File: src/rtl/ro_freq_meter.sv
`default_nettype none
// ============================================================================
//  Module      : ro_freq_meter
//  Description : Gated edge counter. Counts rising edges of an asynchronous
//                ring-oscillator-derived signal over a fixed window of
//                GATE_CYCLES ICE_CLK cycles. Reports a saturating count and
//                an overflow flag.
//  Revision    : 1.0 - initial release
// ============================================================================
module ro_freq_meter #(
    parameter int unsigned GATE_CYCLES = 12000000,
    parameter int unsigned COUNT_W     = 24,
    parameter int unsigned SYNC_STAGES = 2
) (
    input  logic               ICE_CLK,
    input  logic               rst,
    input  logic               ro_div,
    input  logic               start,
    input  logic               continuous,
    input  logic               abort,
    output logic               busy,
    output logic [COUNT_W-1:0] result,
    output logic               result_valid,
    output logic               overflow
);

    // A window of N cycles needs a down-counter that holds N-1; one bit minimum.
    localparam int unsigned c_GATE_W = (GATE_CYCLES > 1) ? $clog2(GATE_CYCLES) : 1;
    localparam int unsigned c_ARM_W  = (SYNC_STAGES > 1) ? $clog2(SYNC_STAGES) : 1;

    localparam logic [c_GATE_W-1:0] c_GATE_LOAD = c_GATE_W'(GATE_CYCLES - 1);
    localparam logic [c_ARM_W-1:0]  c_ARM_LOAD  = c_ARM_W'(SYNC_STAGES - 1);
    localparam logic [COUNT_W-1:0]  c_CNT_MAX   = '1;

    typedef enum logic [1:0] {
        ST_IDLE    = 2'd0,
        ST_ARM     = 2'd1,
        ST_MEASURE = 2'd2
    } state_t;

    state_t               r_state;
    state_t               w_state_next;
    logic [SYNC_STAGES-1:0] r_sync;
    logic                 r_prev;
    logic [c_ARM_W-1:0]   r_arm;
    logic [c_GATE_W-1:0]  r_gate;
    logic [COUNT_W-1:0]   r_cnt;
    logic                 r_ovf;
    logic [COUNT_W-1:0]   r_result;
    logic                 r_result_valid;
    logic                 r_overflow;

    logic                 w_rise;
    logic                 w_sat;
    logic [COUNT_W-1:0]   w_cnt_inc;
    logic                 w_ovf_inc;

    // Synchroniser chain for ro_div followed by the edge-detect history flop.
    always_ff @(posedge ICE_CLK or posedge rst) begin
        if (rst) begin
            r_sync <= '0;
            r_prev <= 1'b0;
        end else begin
            r_sync <= {r_sync[SYNC_STAGES-2:0], ro_div};
            r_prev <= r_sync[SYNC_STAGES-1];
        end
    end

    assign w_rise = r_sync[SYNC_STAGES-1] & ~r_prev;

    // Count value and overflow flag after including this cycle's rise.
    assign w_sat     = (r_cnt == c_CNT_MAX);
    assign w_cnt_inc = (w_rise && !w_sat) ? r_cnt + 1'b1 : r_cnt;
    assign w_ovf_inc = r_ovf | (w_rise & w_sat);

    // State register.
    always_ff @(posedge ICE_CLK or posedge rst) begin
        if (rst) begin
            r_state <= ST_IDLE;
        end else begin
            r_state <= w_state_next;
        end
    end

    // Next-state logic; abort dominates completion, restart and start.
    always_comb begin
        w_state_next = r_state;
        case (r_state)
            ST_IDLE: begin
                if (start && !abort) begin
                    w_state_next = ST_ARM;
                end
            end
            ST_ARM: begin
                if (abort) begin
                    w_state_next = ST_IDLE;
                end else if (r_arm == '0) begin
                    w_state_next = ST_MEASURE;
                end
            end
            ST_MEASURE: begin
                if (abort) begin
                    w_state_next = ST_IDLE;
                end else if (r_gate == '0) begin
                    w_state_next = continuous ? ST_MEASURE : ST_IDLE;
                end
            end
            default: begin
                w_state_next = ST_IDLE;
            end
        endcase
    end

    // Arm/gate/edge counters and the result registers.
    always_ff @(posedge ICE_CLK or posedge rst) begin
        if (rst) begin
            r_arm          <= '0;
            r_gate         <= '0;
            r_cnt          <= '0;
            r_ovf          <= 1'b0;
            r_result       <= '0;
            r_result_valid <= 1'b0;
            r_overflow     <= 1'b0;
        end else begin
            r_result_valid <= 1'b0;
            case (r_state)
                ST_IDLE: begin
                    if (start && !abort) begin
                        r_arm <= c_ARM_LOAD;
                    end
                end
                ST_ARM: begin
                    if (!abort) begin
                        if (r_arm == '0) begin
                            r_gate <= c_GATE_LOAD;
                            r_cnt  <= '0;
                            r_ovf  <= 1'b0;
                        end else begin
                            r_arm <= r_arm - 1'b1;
                        end
                    end
                end
                ST_MEASURE: begin
                    if (!abort) begin
                        if (r_gate == '0) begin
                            // Final window cycle: publish, then reload so a
                            // continuous restart tiles with no gap.
                            r_result       <= w_cnt_inc;
                            r_overflow     <= w_ovf_inc;
                            r_result_valid <= 1'b1;
                            r_gate         <= c_GATE_LOAD;
                            r_cnt          <= '0;
                            r_ovf          <= 1'b0;
                        end else begin
                            r_gate <= r_gate - 1'b1;
                            r_cnt  <= w_cnt_inc;
                            r_ovf  <= w_ovf_inc;
                        end
                    end
                end
                default: begin
                end
            endcase
        end
    end

    assign busy         = (r_state != ST_IDLE);
    assign result       = r_result;
    assign result_valid = r_result_valid;
    assign overflow     = r_overflow;

endmodule
`default_nettype wire

File: config.mk
export PLATFORM = sky130hd
export DESIGN_NAME = ro_freq_meter
export DESIGN_NICKNAME = d
export VERILOG_FILES = /design/src/rtl/ro_freq_meter.sv
export SDC_FILE = /design/constraint.sdc
export NUM_CORES = 1
export LEC_CHECK = 0
export ABC_AREA = 1
export CORE_ASPECT_RATIO = 1.25
export CORE_MARGIN = 4
export CORE_UTILIZATION = 53
export CTS_CLUSTER_SIZE = 12
export DETAILED_ROUTE_END_ITERATION = 16
export PLACE_DENSITY = 0.85
export SYNTH_ARGS = -nofsm -noshare
export SYNTH_HDL_FRONTEND = slang
export SYNTH_SLANG_ARGS = --single-unit
File: constraint.sdc
create_clock -name ICE_CLK -period 2.51 [get_ports ICE_CLK]
set_clock_uncertainty 0.2 [all_clocks]
set_input_delay 0.3765 -clock ICE_CLK [delete_from_list [all_inputs] [get_ports ICE_CLK]]
set_output_delay 0.3765 -clock ICE_CLK [all_outputs]
set_load 0.005 [all_outputs]
[Word-level counts from Yosys, hierarchy flattened]
Cells that the tools add are included.
Word-level totals
  register bits after elaboration: 81
  bits in latches: 0
  bits in writable memories: 0
  bits in read-only memories: 0
  output and inout port bits: 27
  word-level logic and storage cells: 70
  memories: 0
Cells by class
  add/sub/neg operators: 3
  multiply operators: 0
  div/mod/pow operators: 0
  order comparisons: 0
  equal/unequal tests: 9
  shift-type cells: 0
  mux-type cells: 30
  bitwise operators: 5
  reductions and logical operators: 13
Operator list (number)
  24-bit 2-to-1 mux: 9
  24-bit case mux with 2 select lines: 2
  24-bit by 1-bit adder with 24-bit output (second input constant): 1
  24-bit == test (second input constant): 1
  24-bit logical NOT: 1
  24-bit by 1-bit subtractor with 24-bit output (second input constant): 1
  2-bit 2-to-1 mux: 6
  1-bit 2-to-1 mux: 10
  3-bit AND reduction: 3
  2-bit inequality test (second input constant): 4
  3-bit inequality test (second input constant): 2
  2-bit case mux with 3 select lines: 1
  2-bit nonzero test: 3
  1-bit case mux with 2 select lines: 2
  4-bit AND reduction: 1
  1-bit AND: 2
  2-bit by 1-bit == test with 1-bit output (second input constant): 1
  2-bit == test (second input constant): 1
  1-bit logical AND: 2
  1-bit logical NOT: 2
  2-bit logical NOT: 1
  1-bit inverter: 2
  1-bit OR: 1
  1-bit subtractor (second input constant): 1

[Logic depth before layout (Yosys ltp)]
Gate-level depths: netlist (run 1).
  depth after elaboration: 7
  depth in mapped cells: 12
  mapped depth without buffers: 11

[Least setup slack after synthesis (run 1)]
No wires, ideal clock.
  kind: register to register
  start: register r_cnt[1]
  end: register r_result[1], in the netlist result[1]
  setup time: 0.130 ns
  arrival time: 1.492 ns
  data required time: 2.180 ns
  setup slack: 0.687 ns
  cell stages (with the launch flop): 12
  clock period less this slack: 1.823 ns
  cells stage by stage: dfrtp_1 -> ha_1 -> nand2_1 -> nor2_2 -> nand2_2 -> nor2_4 -> nand2_4 -> nand2_4 -> buf_6 -> nand2_1 -> o21ai_1 -> o21ai_0
On the way
  word-level cells in the longest chain between the ends: 4
Ends and longest elaborated chain
  from (decl): line 47  | logic [COUNT_W-1:0] r_cnt;
  from (signal assigned): line 156  | r_cnt <= w_cnt_inc;
  parallel branches: the longest is 3 deep, another holds 24-bit by 1-bit adder with 24-bit output
  24-bit 2-to-1 mux (*): line 73  | assign w_cnt_inc = (w_rise && !w_sat) ? r_cnt + 1'b1 : r_cnt;
  to (signal assigned): line 148  | r_result <= w_cnt_inc;
  to (decl): line 49  | logic [COUNT_W-1:0] r_result;
Mark *: on every way between the ends.
A chain may end at the register's enable or synchronous reset.

[Worst setup path after layout (run 1)]
  start: register r_cnt[1]
  end: register r_cnt[7]
On the way
  word-level cells in the longest chain between the ends: 7
Ends and longest elaborated chain
  parallel branches: the longest is 3 deep, another holds 24-bit by 1-bit adder with 24-bit output
  24-bit 2-to-1 mux (*): line 73
  24-bit 2-to-1 mux (*): line 145  | if (r_gate == '0) begin
  24-bit 2-to-1 mux (*): line 144  | if (!abort) begin
  24-bit case mux with 2 select lines (*): line 126  | case (r_state)
Mark *: on every way between the ends. The select of a mux whose other input is x is not followed.

==> results.toml, run 1 <==
[cts]
cts_resized = 0
clock_path_buffers = 2
cts.sink_count = 81
post_cts_buffers = 0
cts-buffers-inserted = 9
path_clk_slew_ns = 0.08
htreeDepth = 3
clock-root-buffer = "clkbuf_8"
holdBufCountCts = 0
clock_latency_ns = 0.36
cts_tree = "built"

[floorplanning]
ioPinCount = 33
row_count = 37
design.core.area_um2 = 8290
die_h_um = 111
dieArea_um2 = 10100
start_util_pct = 54.4
die_w_um = 90.5

[route]
drtPass1Iterations = 4
totalWireLength_um = 10100
drc_errors = 0
via_count = 4030
vias_per_cell = 5.26
drtIter0Drc = 246
drtAntennaViolNets = 0
wire_per_inst_um = 13.2

[final_layout]
drive_above_1_share_pct = 7.32
diodes = 0
final_design_area_no_fill_um2 = 5130
final_cell_mix = "nand2_1 (266), dfrtp_1 (81), inv_1 (54)"
fillCellCount = 716
area_growth_pct = 13.8
final_nets = 674
mostFrequentLayoutCell = "nand2_1"

[synthesis]
ys_seq_area_share_pct = 44.9
synthArstFlopShare_pct = 100
synthCells = 628
ys_ff_latch = 81
avgSynthCellArea_um2 = 7.18
synth.distinct_cells = 30
syn_area_um2 = 4510
synth_ff_type = "dfrtp_1"
synth_edf_count = 0
syn-num-nets = 637
ys_warn_count = 0

[sta]
finalCritPeriodShare_pct = 89.5
setup_viol = 0
grt_setup_unrepaired = "no"
fmax_mhz = 445
tightest_slew_ns = 0.768
maxSlewHeadroom_pct = 48.7
slew_viol_final = 0
setup-tns-final_ns = 0
holdWs_ns = 0.152
hold_violations = 0
finalCriticalPeriod_ns = 2.25

[grt]
grt_usage_pct = 21.6
grt_max_degree = 82
grt_pass1_vias = 4046
grt_pass1_wl_um = 17800
grt_overflow = 0
antenna_found_initial = 0

[critical_path]
worst_setup_path_start_kind = "flip-flop"
path_buf_inv = 0
worstPathMaxFanout = 30
worstPathCellList = "ha_1, nand2_1, nor2_2, nand2_2, nor2_4, nand2_4, nand2_4, nand2_1, o21ai_1, nand2_1, nand2_1"
critPathSlowestCell = "dfrtp_1"
cp_top_family = "simple AND/OR/NAND/NOR gates"
arrival_ns = 2.35
end_kind = "flip-flop"
max_stage_delay_ns = 0.40
crit_type = "flip-flop to flip-flop"
cp.required_ns = 2.61
crit_top_cell = "nand2_1"

[run]
cap_violations = 0

[place]
gp_congestion = 0.905
port_buffers = 32
postPlaceCellArea_um2 = 4950
hpwl_um = 7350

[pwr]
power_mw = 3.14
power_leakage_nw = 2.53
power_per_cell_area_nw_per_um2 = 612
worst_ir_drop_vdd_v = 0.000338

[status]
status = "finished clean"

[min_path]
hold_path_class = "flip-flop to flip-flop"
[layout make-up]
class | count | area (um^2) | share of cell area [%]
Tap cell | 97 | 121 | 2.36
Multi-Input combinational cell | 475 | 2170 | 42.3
Clock inverter | 2 | 12.5 | 0.244
Timing Repair Buffer | 41 | 413 | 8.04
Clock buffer | 13 | 169 | 3.29
Inverter | 57 | 218 | 4.24
Sequential cell | 81 | 2030 | 39.5
[cell usage after synthesis (all sizes together), types with 2 or more instances]
| library cell | n | area, um^2 |
|---|---|---|
| or2 | 5 | 31.3 |
| o21ai | 30 | 150 |
| nand3b | 3 | 22.5 |
| xor2 | 14 | 130 |
| ha | 3 | 37.5 |
| nand3 | 53 | 270 |
| buf | 14 | 93.8 |
| a21oi | 4 | 20.0 |
| dfrtp | 81 | 2030 |
| nor3 | 12 | 71.3 |
| xnor2 | 4 | 35.0 |
| inv | 57 | 214 |
| o211ai | 2 | 15.0 |
| nand4 | 10 | 62.6 |
| nor2 | 63 | 279 |
| nand2 | 270 | 1030 |
[cells by family after synthesis]
| kind of cell | share of synthesized area (%) |
|---|---|
| DFF | 44.9 |
| adders and majority gates | 0.832 |
| AOI/OAI and AO/OA | 4.44 |
| xor gates and xnor gates | 3.66 |
| buffers and inverters | 6.90 |
| and+or+nand+nor | 39.2 |
[sequential cells by signal (all words and copies together), names as in the netlist]
signal and flops:
r_cnt 24, r_gate 24, result 24, r_state 2, r_sync 2, overflow 1, r_arm 1, r_ovf 1
r_prev 1, result_valid 1
[through the flow]
| stage | instances | utilization (%) | worst slack (ns) |
|---|---|---|---|
| 4_1_cts | 766 | 62.0 | 0.253 |
| 3_5_place_dp | 751 | 59.8 | 0.222 |
| 6_report | 766 | 62.0 | 0.263 |
| 5_1_grt | 766 | 62.0 | 0.0397 |
| 2_1_floorplan | 628 | - | 0.687 |
| 3_3_place_gp | 751 | 59.8 | 0.215 |
[final timing paths]
kind | cells after the start | slack [ns] | startpoint | end
setup / recovery | 11 | 0.26 | r_cnt[1]$_DFFE_PP0P_ | r_cnt[7]$_DFFE_PP0P_
hold / removal | 0 | 0.15 | r_sync[0]$_DFF_PP0_ | r_sync[1]$_DFF_PP0_
setup reg to reg | 11 | 0.26 | r_cnt[1]$_DFFE_PP0P_ | r_cnt[7]$_DFFE_PP0P_
hold reg to reg | 0 | 0.15 | r_sync[0]$_DFF_PP0_ | r_sync[1]$_DFF_PP0_
max in group asynchronous | 3 | 1.47 | rst | r_cnt[20]$_DFFE_PP0P_
min in group asynchronous | 3 | 0.25 | rst | r_ovf$_DFFE_PP0P_
[metal layers]
layer | track usage (%) | share of wire, %
met5 | 0 | 0
met2 | 39.3 | 54
met3 | 4.75 | 3.6
met1 | 23.8 | 40
met4 | 9.50 | 2.6
[where the power goes]
part / leakage (nW) / switching, mW / internal (mW)
logic: 1.39 / 0.430 / 0.213
registers: 1.05 / 0.144 / 1.46
clock network: 0.0915 / 0.455 / 0.434
total: 2.53 / 1.03 / 2.11
Power figures use the tool's default switching activity.
==> run 2: changes to the inputs <==
Settings changed: CAP_MARGIN set to 10.
==> results of run 2 <==
Same layout as run 1: the final DEF is identical, and so are final timing and power.
==> run 3: changes to the inputs <==
Settings changed: CAP_MARGIN 10 to 20.
==> results of run 3 <==
Same layout as run 1: the final DEF is identical, and so are final timing and power.
